`config.mk`:
```
export PLATFORM = sky130hd
export DESIGN_NAME = video_timing_gen
export DESIGN_NICKNAME = d
export VERILOG_FILES = /design/src/rtl/video_timing_gen.sv
export SDC_FILE = /design/constraint.sdc
export NUM_CORES = 1
export LEC_CHECK = 0
export ABC_AREA = 1
export CAP_MARGIN = 20
export CORE_MARGIN = 10
export CORE_UTILIZATION = 45
export DETAILED_ROUTE_END_ITERATION = 6
export PLACE_DENSITY = 0.68
export SYNTH_ARGS = -nofsm -noshare
export SYNTH_HDL_FRONTEND = slang
export SYNTH_SLANG_ARGS = --single-unit
export TNS_END_PERCENT = 5
```
`constraint.sdc`:
```
create_clock -name clk -period 2.4 [get_ports clk]
set_clock_uncertainty 0.15 [all_clocks]
set_input_delay 0.24 -clock clk [delete_from_list [all_inputs] [get_ports clk]]
set_output_delay 0.24 -clock clk [all_outputs]
set_load 0.1 [all_outputs]
```
`src/rtl/video_timing_gen.sv`:
```
`default_nettype none
// ============================================================================
// Module      : video_timing_gen
// Description : Raster timing generator (pixel strobe, blanking, sync, x/y).
// Revision    : 1.0 - initial release
// ============================================================================
module video_timing_gen #(
  parameter int   CE_DIV   = 4,
  parameter int   H_ACTIVE = 320,
  parameter int   H_FP     = 16,
  parameter int   H_SYNC   = 32,
  parameter int   H_BP     = 32,
  parameter int   V_ACTIVE = 240,
  parameter int   V_FP     = 4,
  parameter int   V_SYNC   = 4,
  parameter int   V_BP     = 14,
  parameter logic HS_POL   = 1'b1,
  parameter logic VS_POL   = 1'b1
) (
  input  logic        clk,
  input  logic        reset_n,
  input  logic        enable,
  output logic        CE_PIXEL,
  output logic        HBLANK,
  output logic        VBLANK,
  output logic        HSYNC,
  output logic        VSYNC,
  output logic [11:0] x,
  output logic [11:0] y,
  output logic        frame_start
);

  localparam int c_h_total = H_ACTIVE + H_FP + H_SYNC + H_BP;
  localparam int c_v_total = V_ACTIVE + V_FP + V_SYNC + V_BP;

  localparam logic [3:0]  c_ce_last  = 4'(CE_DIV - 1);
  localparam logic [11:0] c_h_last   = 12'(c_h_total - 1);
  localparam logic [11:0] c_v_last   = 12'(c_v_total - 1);
  localparam logic [12:0] c_h_active = 13'(H_ACTIVE);
  localparam logic [12:0] c_hs_start = 13'(H_ACTIVE + H_FP);
  localparam logic [12:0] c_hs_end   = 13'(H_ACTIVE + H_FP + H_SYNC);
  localparam logic [12:0] c_v_active = 13'(V_ACTIVE);
  localparam logic [12:0] c_vs_start = 13'(V_ACTIVE + V_FP);
  localparam logic [12:0] c_vs_end   = 13'(V_ACTIVE + V_FP + V_SYNC);

  if (CE_DIV < 1 || CE_DIV > 16) begin : g_bad_ce_div
    $error("video_timing_gen: CE_DIV must be 1..16");
  end
  if (c_h_total < 2 || c_h_total > 4096) begin : g_bad_h_total
    $error("video_timing_gen: horizontal total must be 2..4096");
  end
  if (c_v_total < 2 || c_v_total > 4096) begin : g_bad_v_total
    $error("video_timing_gen: vertical total must be 2..4096");
  end
  if (H_ACTIVE < 1 || H_SYNC < 1 || H_FP < 0 || H_BP < 0) begin : g_bad_h_region
    $error("video_timing_gen: illegal horizontal region size");
  end
  if (V_ACTIVE < 1 || V_SYNC < 1 || V_FP < 0 || V_BP < 0) begin : g_bad_v_region
    $error("video_timing_gen: illegal vertical region size");
  end

  typedef enum logic [0:0] {
    S_IDLE = 1'b0,
    S_RUN  = 1'b1
  } state_t;

  state_t      r_state;
  state_t      w_state_nxt;
  logic [3:0]  r_ce_cnt;
  logic [3:0]  w_ce_nxt;
  logic [11:0] r_h_cnt;
  logic [11:0] w_h_nxt;
  logic [11:0] r_v_cnt;
  logic [11:0] w_v_nxt;

  logic        w_run_nxt;
  logic [12:0] w_h_ext;
  logic [12:0] w_v_ext;
  logic        w_ce_pixel_nxt;
  logic        w_hblank_nxt;
  logic        w_vblank_nxt;
  logic        w_hsync_nxt;
  logic        w_vsync_nxt;
  logic        w_frame_start_nxt;

  always_ff @(posedge clk or negedge reset_n) begin
    if (!reset_n) begin
      r_state  <= S_IDLE;
      r_ce_cnt <= '0;
      r_h_cnt  <= '0;
      r_v_cnt  <= '0;
    end else begin
      r_state  <= w_state_nxt;
      r_ce_cnt <= w_ce_nxt;
      r_h_cnt  <= w_h_nxt;
      r_v_cnt  <= w_v_nxt;
    end
  end

  // The first enabled cycle holds (0,0,0); counting starts on the cycle after.
  always_comb begin
    w_state_nxt = r_state;
    w_ce_nxt    = r_ce_cnt;
    w_h_nxt     = r_h_cnt;
    w_v_nxt     = r_v_cnt;
    case (r_state)
      S_IDLE: begin
        w_ce_nxt = '0;
        w_h_nxt  = '0;
        w_v_nxt  = '0;
        if (enable) begin
          w_state_nxt = S_RUN;
        end
      end
      S_RUN: begin
        if (!enable) begin
          w_state_nxt = S_IDLE;
          w_ce_nxt    = '0;
          w_h_nxt     = '0;
          w_v_nxt     = '0;
        end else if (r_ce_cnt == c_ce_last) begin
          w_ce_nxt = '0;
          if (r_h_cnt == c_h_last) begin
            w_h_nxt = '0;
            w_v_nxt = (r_v_cnt == c_v_last) ? 12'd0 : r_v_cnt + 12'd1;
          end else begin
            w_h_nxt = r_h_cnt + 12'd1;
          end
        end else begin
          w_ce_nxt = r_ce_cnt + 4'd1;
        end
      end
      default: begin
        w_state_nxt = S_IDLE;
        w_ce_nxt    = '0;
        w_h_nxt     = '0;
        w_v_nxt     = '0;
      end
    endcase
  end

  // Outputs decode the next counter values so the registered flags line up
  // with the x/y registered alongside them.
  always_comb begin
    w_run_nxt         = (w_state_nxt == S_RUN);
    w_h_ext           = {1'b0, w_h_nxt};
    w_v_ext           = {1'b0, w_v_nxt};
    w_ce_pixel_nxt    = w_run_nxt && (w_ce_nxt == c_ce_last);
    w_hblank_nxt      = !w_run_nxt || (w_h_ext >= c_h_active);
    w_vblank_nxt      = !w_run_nxt || (w_v_ext >= c_v_active);
    w_hsync_nxt       = w_run_nxt && (w_h_ext >= c_hs_start) && (w_h_ext < c_hs_end);
    w_vsync_nxt       = w_run_nxt && (w_v_ext >= c_vs_start) && (w_v_ext < c_vs_end);
    w_frame_start_nxt = w_ce_pixel_nxt && (w_h_nxt == 12'd0) && (w_v_nxt == 12'd0);
  end

  always_ff @(posedge clk or negedge reset_n) begin
    if (!reset_n) begin
      CE_PIXEL    <= 1'b0;
      HBLANK      <= 1'b1;
      VBLANK      <= 1'b1;
      HSYNC       <= ~HS_POL;
      VSYNC       <= ~VS_POL;
      x           <= '0;
      y           <= '0;
      frame_start <= 1'b0;
    end else begin
      CE_PIXEL    <= w_ce_pixel_nxt;
      HBLANK      <= w_hblank_nxt;
      VBLANK      <= w_vblank_nxt;
      HSYNC       <= w_hsync_nxt ? HS_POL : ~HS_POL;
      VSYNC       <= w_vsync_nxt ? VS_POL : ~VS_POL;
      x           <= w_h_nxt;
      y           <= w_v_nxt;
      frame_start <= w_frame_start_nxt;
    end
  end

endmodule
`default_nettype wire

```
==> Yosys cells after proc, flatten, opt, wreduce, memory -nomap -nowiden <==
Cells that the tools add are included.
W data, S select, Z words.
{ "totals": {"ff_bits": 35, "in_bits": 3, "out_inout_bits": 30, "wordCells": 51} }
{ "op_classes": {"n_addsub": 3, "n_lt_le_gt_ge": 6, "n_eq_ne": 4, "mux": 15, "bitwise": 1, "reduce_logical": 12} }
{ "op_table": {"columns": ["cell", "n"], "rows": [
  ["$mux W12", 7],
  ["$pmux W12 S2", 2],
  ["$add A12 B1 Y12 const B", 2],
  ["$eq A12 B9 Y1 const B", 2],
  ["$ge A12 B8 Y1 const B", 2],
  ["$ge A12 B9 Y1 const B", 2],
  ["$logic_not A12 Y1", 2],
  ["$lt A12 B8 Y1 const B", 1],
  ["$lt A12 B9 Y1 const B", 1],
  ["$eq A4 B2 Y1 const B", 2],
  ["$mux W4", 2],
  ["$pmux W4 S2", 1],
  ["$logic_and A1 B1 Y1", 7],
  ["$add A4 B1 Y4 const B", 1],
  ["$mux W1", 3],
  ["$logic_or A1 B1 Y1", 2],
  ["$logic_not A1 Y1", 1],
  ["$not A1 Y1", 1]
]} }

==> Logic depth before layout (Yosys ltp) <==
Gate-level depths: netlist of the first run.
{ "logic_depth": {"depth_word": 10, "mapped_depth": 15, "depth_no_buf": 15} }

==> Worst setup path before layout of the first run <==
OpenSTA, ideal clock, no wires.
{ "synth_path": {"path_kind": "flip-flop to flip-flop", "from": "register x[0] (netlist name)", "to": "register VBLANK", "setup_ns": 0.079, "arrival_time_ns": 2.369, "t_required_ns": 2.171, "setup_slack_ns": -0.199, "stages_incl_launch_ff": 15, "path_buffers": 0, "synth_period_minus_slack_ns": 2.599, "cell_sequence": "dfrtp_1 -> ha_1 -> nand3_4 -> clkinv_2 -> nand2_2 -> nor2_4 -> nand2_2 -> nand2_1 -> nand2_1 -> nand2_1 -> nand2_2 -> nor2_2 -> nand2_2 -> a21oi_1 -> nand2_1"} }
{ "synth_lines": {"columns": ["item", "line_no", "text"], "rows": [
  ["end signal: assignment", "169", "VBLANK <= w_vblank_nxt;"],
  ["end: declaration", "25", "output logic VBLANK,"]
]} }

==> results of run 1 <==
[logic make-up after synthesis]
kind of cell	share of synthesized area
DFF	0.3701
xor gates and xnor gates	0.01107
AOI/OAI and AO/OA	0.04798
buffers and inverters	0.09752
and+or+nand+nor	0.4523
adders and majority gates	0.02109
[worst paths after layout]
kind / start / endpoint / slack [ns] / depth (start not counted)
worst max-delay path: x[0] / VSYNC / 0.21 / 12
worst min-delay path: enable / r_state / 0.36 / 1
worst max register to register: x[0] / VSYNC / 0.21 / 12
worst min register to register: r_ce_cnt[0] / r_ce_cnt[0] / 0.37 / 1
max in group asynchronous: reset_n / y[0] / 1.16 / 2
min in group asynchronous: reset_n / y[6] / 0.40 / 2
[flip-flops by register name, indices dropped and copies added (netlist names)]
signal	cells
frame_start	1
VSYNC	1
VBLANK	1
HBLANK	1
r_ce_cnt	4
r_state	1
y	12
x	12
CE_PIXEL	1
HSYNC	1
[cells in the final DEF (no fill, tap or decap), types with 7 or more instances in the layout]
cell	count
nand2_1	89
inv_1	49
nor2_1	37
nand3_1	35
buf_4	31
dfrtp_1	27
nand2_2	11
inv_2	10
nor2_4	7
clkbuf_8	7
[stage by stage]
step / utilization / TNS [ns]
2_1_floorplan: - / -0.0004052
3_3_place_gp: 0.5309 / -0.006037
3_5_place_dp: 0.5309 / 0
4_1_cts: 0.5532 / 0
5_1_grt: 0.5537 / 0
6_report: 0.5537 / 0
[report_power, final]
| part | internal [mW] | total, mW | switching, mW |
|---|---|---|---|
| combinational | 0.0158 | 0.0721 | 0.0563 |
| sequential | 0.596 | 0.599 | 0.00325 |
| clock | 0.261 | 0.490 | 0.229 |
[per-layer routing]
metal / global-route usage / up-vias / part of all wire
met1: 0.1821 / 1016 / 0.45
met3: 0.04600 / 14 / 0.066
met4: 0.05527 / 0 / 0.019
met5: 0 / - / 0
met2: 0.2265 / 60 / 0.47
li1: - / 1126 / -
[final cells by class]
cell class / instances / area share
Multi-Input combinational cell: 237 / 0.4478
Sequential cell: 35 / 0.3133
Inverter: 60 / 0.08009
Clock inverter: 1 / 0.002655
Timing Repair Buffer: 34 / 0.09115
Clock buffer: 7 / 0.03407
Tap cell: 70 / 0.03097
[what timing repair did]
action                                  in CTS  in global routing
hold endpoints to repair                    33                  0
hold buffers                                 1                  0
setup buffers                                0                  0
resized for setup                            0                  1
endpoints found under the setup margin       0                  1
==> reports/summary.txt, run 1 <==
Clock Pin Slew Worst Setup and Hold Paths = 0.07 ns
CTS root buffer = clkbuf_8
Total track usage = 0.1448
Share of cells above drive strength 1 = 0.2594
Clk sinks = 35
# diodes = 0
Register area = 885.9 sq um
Final setup viols = 0
DR WL/cell = 13.18 um
CP Max Fanout = 7
Largest area contributor in the netlist = dfrtp_1
Crit path DAT = 2.25 ns
First drt pass iteration count = 4
Commonest cells in the netlist = nand2_1, inv_1, nor2_1
Final hold viol count = 0
DRC errors left = 0
Critical setup path kind = reg -> reg
Ys Warns = 0
ANT nets after route = 0
Core Rows = 26
Top cell type's share of synthesized area = 0.3479
Synth area leaders = dfrtp_1, nand2_1, inv_1
Slew @ Worst Pin = 0.7602 ns
Via count = 2216
Max-cap violation count = 0
Inst Count DP = 435
CP endpoint kind = flip-flop
Clock Tree Buf Depth = 2
Multi-input gate area = 0.001266 sq mm
Clk_lat worst skew = 0.29 ns
CP most frequent cell = nand3_4
RSZ-0062 raised after global routing = no
Ys async rst share = 1.000
Crit share post-route = 0.9125
Filler cells = 506
Vias in the first global route = 2190
DR iter-0 viols = 160
Vias/cell = 4.991
Buf+Inv Stages, Crit Path = 2
Pin count of the biggest net entering global routing = 36
Fin area = 0.002828 sq mm
First-pass GRT wire length = 10330 um
DP Wirelength = 4602 um
Initial Util = 0.4647
Post-Synthesis Cell Area = 0.002374 sq mm
Layout area overhead = 19.14%
Top-count cell post-synth = nand2_1
Worst Slack Setup Final = 0.2100 ns
EDFF count, synth = 0
Nets@finish = 380
Worst min path class = in -> reg
Flop and latch count out of synthesis = 35
Final Max Slew Viols = 0
Post-route insts no fill = 444
Area post-placement = 0.002711 sq mm
Startpoint types = flip-flop
Sequential area share after synthesis = 0.3701
CTS tree = built
Status = completed
Port bufs = 32
Post-Place Setup Slack = 0.009313 ns
Post-synth cell types = 32
Avg Synthesized Cell Area = 7.128 sq um
Post-Route WL = 5852 um
Core ar. = 0.005107 sq mm
Die Span Y = 92.63 um
Final Critical Period = 2.190 ns
Power density over cell area = 410.5 mW/mm^2
CP max-delay cell = dfrtp_2
CP cell instances = ha_1, nand3_4, clkinv_2, nand3_4, nor2_4, nand2_2, nand2_1, nor2_1, inv_1, nor2_2, nand3_1, nor3_2
Most used flip-flop cell after synthesis = dfrtp_1
Die Span X = 92.63 um
CP top delay family = simple AND/OR/NAND/NOR gates
Die area = 0.008579 sq mm
TritonCTS buffer count = 5
Antenna violations before repair = 0
Mapped Cells = 333
Slew HR = 0.4932
Hold slack = 0.3612 ns
Required @ worst endpoint = 2.46 ns
Largest stage delay, worst path = 0.44 ns
Boundary pin count = 33
Overflow after GRT = 0
FMAX = 456.6 MHz
P_leak = 1.471 nW
Pwr Total = 1.161 mW
Placer Congestion = 0.8981
Synth Net Count = 340
Maximum vdd drop = 0.2270 mV
H-tree Lvls = 2
(Power assumes the default switching activity.)
==> run 2: changes to the inputs <==
Settings changed: MAX_ROUTING_LAYER set to met4.
==> run 2 against run 1 <==
  * Combinational power about the same
  * Final cell count unchanged
  * Worst hold slack improved by 0.00056 ns
  * Sequential cell count unchanged
  * Die area unchanged
  * Critical path depth unchanged
  * Count of clock-buffer cells in the layout unchanged
  * Global-route usage increased by 0.38 points
  * Register-to-register slack about the same
  * Non-clock buffer count unchanged
==> reports/summary.txt, run 2 (same netlist as run 1, synthesis figures left out) <==
P_leak = 1.471 nW (unchanged)
Die Span X = 92.63 um (unchanged)
First drt pass iteration count = 4 (unchanged)
Post-route insts no fill = 444 (unchanged)
Most common cell after layout, fill and taps aside = nand2_1
Filler cells = 506 (unchanged)
Post-Route Utilization = 0.5537 (unchanged)
Share of cells above drive strength 1 = 0.2594 (unchanged)
Nets@finish = 380 (unchanged)
Core ar. = 0.005107 sq mm (unchanged)
Pin count of the biggest net entering global routing = 36 (unchanged)
CTS tree = built
FMAX = 454.3 MHz (-0.52%)
Slew HR = 0.4932 (about the same)
Post-Place Setup Slack = 0.009313 ns (unchanged)
Core Rows = 26 (unchanged)
Worst R2R Path Depth = 12 (unchanged)
H-tree Lvls = 2 (unchanged)
Vias in the first global route = 2195 (+0.23%)
ANT nets after route = 0 (unchanged)
Fin area = 0.002828 sq mm (unchanged)
Crit path DAT = 2.27 ns (+0.02 ns)
Most frequent cells in the layout = nand2_1, inv_1, nor2_1
Critical setup path kind = reg -> reg
CP Max Fanout = 7 (unchanged)
CP endpoint kind = flip-flop
First-pass GRT wire length = 10310 um (-0.20%)
Inst Count DP = 435 (unchanged)
Final Max Slew Viols = 0 (unchanged)
Die Span Y = 92.63 um (unchanged)
Worst Slack Setup Final = 0.1987 ns (-0.01136 ns)
Hold path cells = 1 (unchanged)
Final Critical Period = 2.201 ns (+0.01136 ns)
Largest regs = x x12, y x12, r_ce_cnt x4
Layout area overhead = 19.14% (unchanged)
Multi-input gate area = 0.001266 sq mm (unchanged)
Clock Tree Buf Depth = 2 (unchanged)
DR WL/cell = 13.20 um (+0.19%)
Initial Util = 0.4647 (unchanged)
Hold endpoint = r_state
Vias/cell = 4.973 (-0.36%)
Overflow after GRT = 0 (unchanged)
Clk sinks = 35 (unchanged)
Slew @ Worst Pin = 0.7601 ns (-0.00005132 ns)
DP Wirelength = 4602 um (unchanged)
TritonCTS buffer count = 5 (unchanged)
RR Endpoint = VSYNC
Clock Pin Slew Worst Setup and Hold Paths = 0.07 ns (about the same)
CTS root buffer = clkbuf_8
Power density over cell area = 409.8 mW/mm^2 (-0.17%)
Worst min path class = in -> reg
Via count = 2208 (-0.36%)
Boundary pin count = 33 (unchanged)
DR iter-0 viols = 171 (+6.9%)
Crit share post-route = 0.9172 (+0.004735)
Max-cap violation count = 0 (unchanged)
Clk_lat worst skew = 0.29 ns (about the same)
Port bufs = 32 (unchanged)
Total track usage = 0.1487 (+0.003848)
Startpoint types = flip-flop
Hold path start = enable
Post-Route WL = 5863 um (+0.19%)
Area post-placement = 0.002711 sq mm (unchanged)
Antenna violations before repair = 0 (unchanged)
Register area = 885.9 sq um (unchanged)
DRC errors left = 0 (unchanged)
Die area = 0.008579 sq mm (unchanged)
# diodes = 0 (unchanged)
Status = completed
RSZ-0062 raised after global routing = no
Placer Congestion = 0.9134 (+1.7%)
Final setup viols = 0 (unchanged)
Required @ worst endpoint = 2.46 ns (about the same)
Reg-to-Reg Start = x[0]
Maximum vdd drop = 0.2270 mV (about the same)
Final hold viol count = 0 (unchanged)
Register-to-register setup slack = 0.20 ns (about the same)
-- run 2: worst max-delay path by stage --
stage | from | endpoint | slack (ns) | depth (start not counted)
floorplan | x[4] | frame_start | -0.0004 | 10
global placement | enable | frame_start | -0.006 | 14
detailed placement | enable | frame_start | 0.009 | 14
CTS | r_ce_cnt[0] | frame_start | 0.16 | 13
global route | r_ce_cnt[0] | frame_start | 0.006 | 13
finish | x[0] | VSYNC | 0.20 | 12
-- run 2: repair_timing --
| item | in CTS | in global routing |
|---|---|---|
| resized for setup | 0 | 1 |
| hold buffers | 1 | 0 |
| endpoints found under the hold margin | 33 | 0 |
| buffers inserted | 0 | 0 |
| setup endpoints to repair | 0 | 1 |
-- run 2: stage by stage --
stage / setup TNS [ns] / hold slack, ns / power (mW)
2_1_floorplan: -0.0004052 / -0.2056 / 0.6559
3_5_place_dp: 0 / 0.2102 / 0.6831
4_1_cts: 0 / 0.3617 / 1.171
3_3_place_gp: -0.006037 / 0.2192 / 0.6832
5_1_grt: 0 / 0.3878 / 1.204
6_report: 0 / 0.3618 / 1.159
-- run 2: where the power goes --
part	switching, mW	internal (mW)
combinational	0.0565	0.0158
clock	0.226	0.261
sequential	0.00326	0.596
-- run 2: area by class of cell --
type,count,area share
clock buffer,7,0.03407
clock inverter,1,0.002655
inverter,60,0.08009
multi-input combinational,237,0.4478
sequential,35,0.3133
tap,70,0.03097
timing repair buffer,34,0.09115
-- run 2: per-layer routing --
| layer | vias up | wire length, um | GRT usage |
|---|---|---|---|
| met2 | 48 | 2780 | 0.2276 |
| met4 | 0 | 95 | 0.05527 |
| met3 | 13 | 287 | 0.04036 |
| met1 | 1020 | 2700 | 0.1835 |
| li1 | 1127 | - | - |
| met5 | - | 0 | - |
-- run 2: critical path, cell delays in order (launching register included) --
cell and delay, ns:
dfrtp_2 0.44, ha_1 0.25, nand3_4 0.14, clkinv_2 0.11
nand3_4 0.15, nor2_4 0.07, nand2_2 0.07, nand2_1 0.05
nor2_1 0.25, inv_1 0.09, nor2_2 0.15, nand3_1 0.09
nor3_2 0.11
==> run 3: changes to the inputs <==
Settings changed: CELL_PAD_IN_SITES_DETAIL_PLACEMENT set to 1, CELL_PAD_IN_SITES_GLOBAL_PLACEMENT set to 1, CORE_UTILIZATION 45 to 39, PLACE_DENSITY 0.68 to not set, PLACE_DENSITY_LB_ADDON set to 0.1, REMOVE_ABC_BUFFERS set to 1.
==> run 3 against run 2 <==
  * Register-to-register slack better by 0.03 ns
  * Via count down 0.68%
  * Core utilization down 6.8 points
  * First-iteration DRC count down 63%
  * Routed wire length up 19%
  * Largest power group is now the clock network
  * Total power up 13%
==> reports/summary.txt, run 3 (same netlist as run 1, synthesis figures left out) <==
Post-Route Utilization = 0.4861 (-0.06760)
Register area = 879.6 sq um (-0.71%)
Hold path cells = 1 (unchanged)
Slew HR = 0.4675 (-0.02577)
Required @ worst endpoint = 2.46 ns (about the same)
Largest regs = x x12, y x12, r_ce_cnt x4
Die area = 0.009606 sq mm (+12%)
CP Max Fanout = 7 (unchanged)
DP Wirelength = 5691 um (+24%)
Boundary pin count = 33 (unchanged)
Pin count of the biggest net entering global routing = 36 (unchanged)
CP endpoint kind = flip-flop
Via count = 2193 (-0.68%)
Vias/cell = 4.863 (-2.2%)
Hold endpoint = r_ce_cnt[0]
Critical setup path kind = reg -> reg
P_leak = 1.498 nW (+1.8%)
Final setup viols = 0 (unchanged)
Final hold viol count = 0 (unchanged)
First-pass GRT wire length = 12050 um (+17%)
First drt pass iteration count = 4 (unchanged)
Initial Util = 0.4009 (-0.06384)
Reg-to-Reg Start = r_ce_cnt[0]
Crit path DAT = 2.23 ns (-0.04 ns)
Maximum vdd drop = 0.4894 mV (+120%)
Port bufs = 32 (unchanged)
CTS root buffer = clkbuf_8
RSZ-0062 raised after global routing = no
Clk_lat worst skew = 0.28 ns (about the same)
Slew @ Worst Pin = 0.7988 ns (+0.03866 ns)
FMAX = 460.6 MHz (+1.4%)
Core Rows = 28 (+7.7%)
Die Span Y = 98.01 um (+5.8%)
Post-Place Setup Slack = 0.08104 ns (+0.07173 ns)
Status = completed
Die Span X = 98.01 um (+5.8%)
H-tree Lvls = 2 (unchanged)
Overflow after GRT = 0 (unchanged)
DR WL/cell = 15.48 um (+17%)
Clock Tree Buf Depth = 2 (unchanged)
Post-Route WL = 6981 um (+19%)
Most common cell after layout, fill and taps aside = nand2_1
Final Critical Period = 2.171 ns (-0.03002 ns)
# diodes = 0 (unchanged)
CTS tree = built
Worst Slack Setup Final = 0.2287 ns (+0.03002 ns)
DRC errors left = 0 (unchanged)
Pwr Total = 1.312 mW (+13%)
Antenna violations before repair = 0 (unchanged)
Final Max Slew Viols = 0 (unchanged)
Worst min path class = reg -> reg
Max-cap violation count = 0 (unchanged)
Clk sinks = 35 (unchanged)
Clock Pin Slew Worst Setup and Hold Paths = 0.08 ns (about the same)
Crit share post-route = 0.9047 (-0.01251)
ANT nets after route = 0 (unchanged)
Vias in the first global route = 2373 (+8.1%)
Multi-input gate area = 0.001269 sq mm (+0.20%)
RR Endpoint = VSYNC
Placer Congestion = 0.8600 (-5.8%)
TritonCTS buffer count = 5 (unchanged)
Hold slack = 0.3441 ns (-0.01762 ns)
Core ar. = 0.005921 sq mm (+16%)
Share of cells above drive strength 1 = 0.2527 (-0.006699)
Worst R2R Path Depth = 12 (unchanged)
Register-to-register setup slack = 0.23 ns (+0.03 ns)
Power density over cell area = 456.0 mW/mm^2 (+11%)
DR iter-0 viols = 64 (-63%)
Total track usage = 0.1532 (+0.004489)
Nets@finish = 382 (+0.53%)
Filler cells = 770 (+52%)
Startpoint types = flip-flop
Hold path start = r_ce_cnt[0]
Most frequent cells in the layout = nand2_1, inv_1, nor2_1
Layout area overhead = 21.24%
-- run 3: changes by cell type in the layout (fill, tap and decap cells not counted), sizes merged --
cell	change
clkbuf	-2
buf	+2
bufinv	+2
-- run 3: area by class of cell --
| cell class | count | area share |
|---|---|---|
| Multi-Input combinational cell | 237 | 0.4409 |
| Clock buffer | 5 | 0.02391 |
| Inverter | 60 | 0.07870 |
| Tap cell | 75 | 0.03261 |
| Sequential cell | 35 | 0.3057 |
| Clock inverter | 3 | 0.02348 |
| Timing Repair Buffer | 36 | 0.09478 |
-- run 3: through the flow --
step | setup TNS (ns) | area (sq um) | cells
finish | 0 | 2878 | 451
floorplan | -0.7877 | 2369 | 332
detailed placement | 0 | 2718 | 441
global placement | 0 | 2718 | 441
global route | 0 | 2878 | 451
CTS | 0 | 2864 | 450
-- run 3: timing repair --
item                                    CTS  global route
endpoints found under the setup margin    0             2
hold buffers                              1             0
endpoints found under the hold margin    33             0
gates resized for setup                   0             3
buffers inserted                          0             1
-- run 3: routing by layer --
metal  track usage  up-vias  wire length, um
met2        0.2543       27             3484
met4       0.02908        0               32
li1              -     1122                -
met1        0.1913     1042             3237
met3       0.02607        2              227
met5             -        -                0
-- run 3: worst max-delay path, stage by stage (launching register included) --
cell and delay [ns]:
dfrtp_2 0.40, ha_2 0.25, nand2_2 0.12, nor2_8 0.19
buf_4 0.16, nand4_1 0.08, nand2_1 0.07, inv_1 0.04
nor2_1 0.19, inv_1 0.07, nor2_2 0.16, nand3_1 0.10
nor3_2 0.12
-- run 3: worst max-delay path by stage --
stage	startpoint	to	slack (ns)	cells past startpoint
3_5_place_dp	enable	frame_start	0.08	14
2_1_floorplan	x[0]	VBLANK	-0.20	14
4_1_cts	r_ce_cnt[0]	frame_start	0.18	13
6_report	r_ce_cnt[0]	VSYNC	0.23	12
3_3_place_gp	enable	frame_start	0.14	14
5_1_grt	r_ce_cnt[0]	frame_start	0.008	13
-- run 3: report_power, final --
group / switching [mW] / internal, mW / total [mW]
clock network: 0.221 / 0.415 / 0.635
registers: 0.00347 / 0.596 / 0.599
logic: 0.0592 / 0.0183 / 0.0775
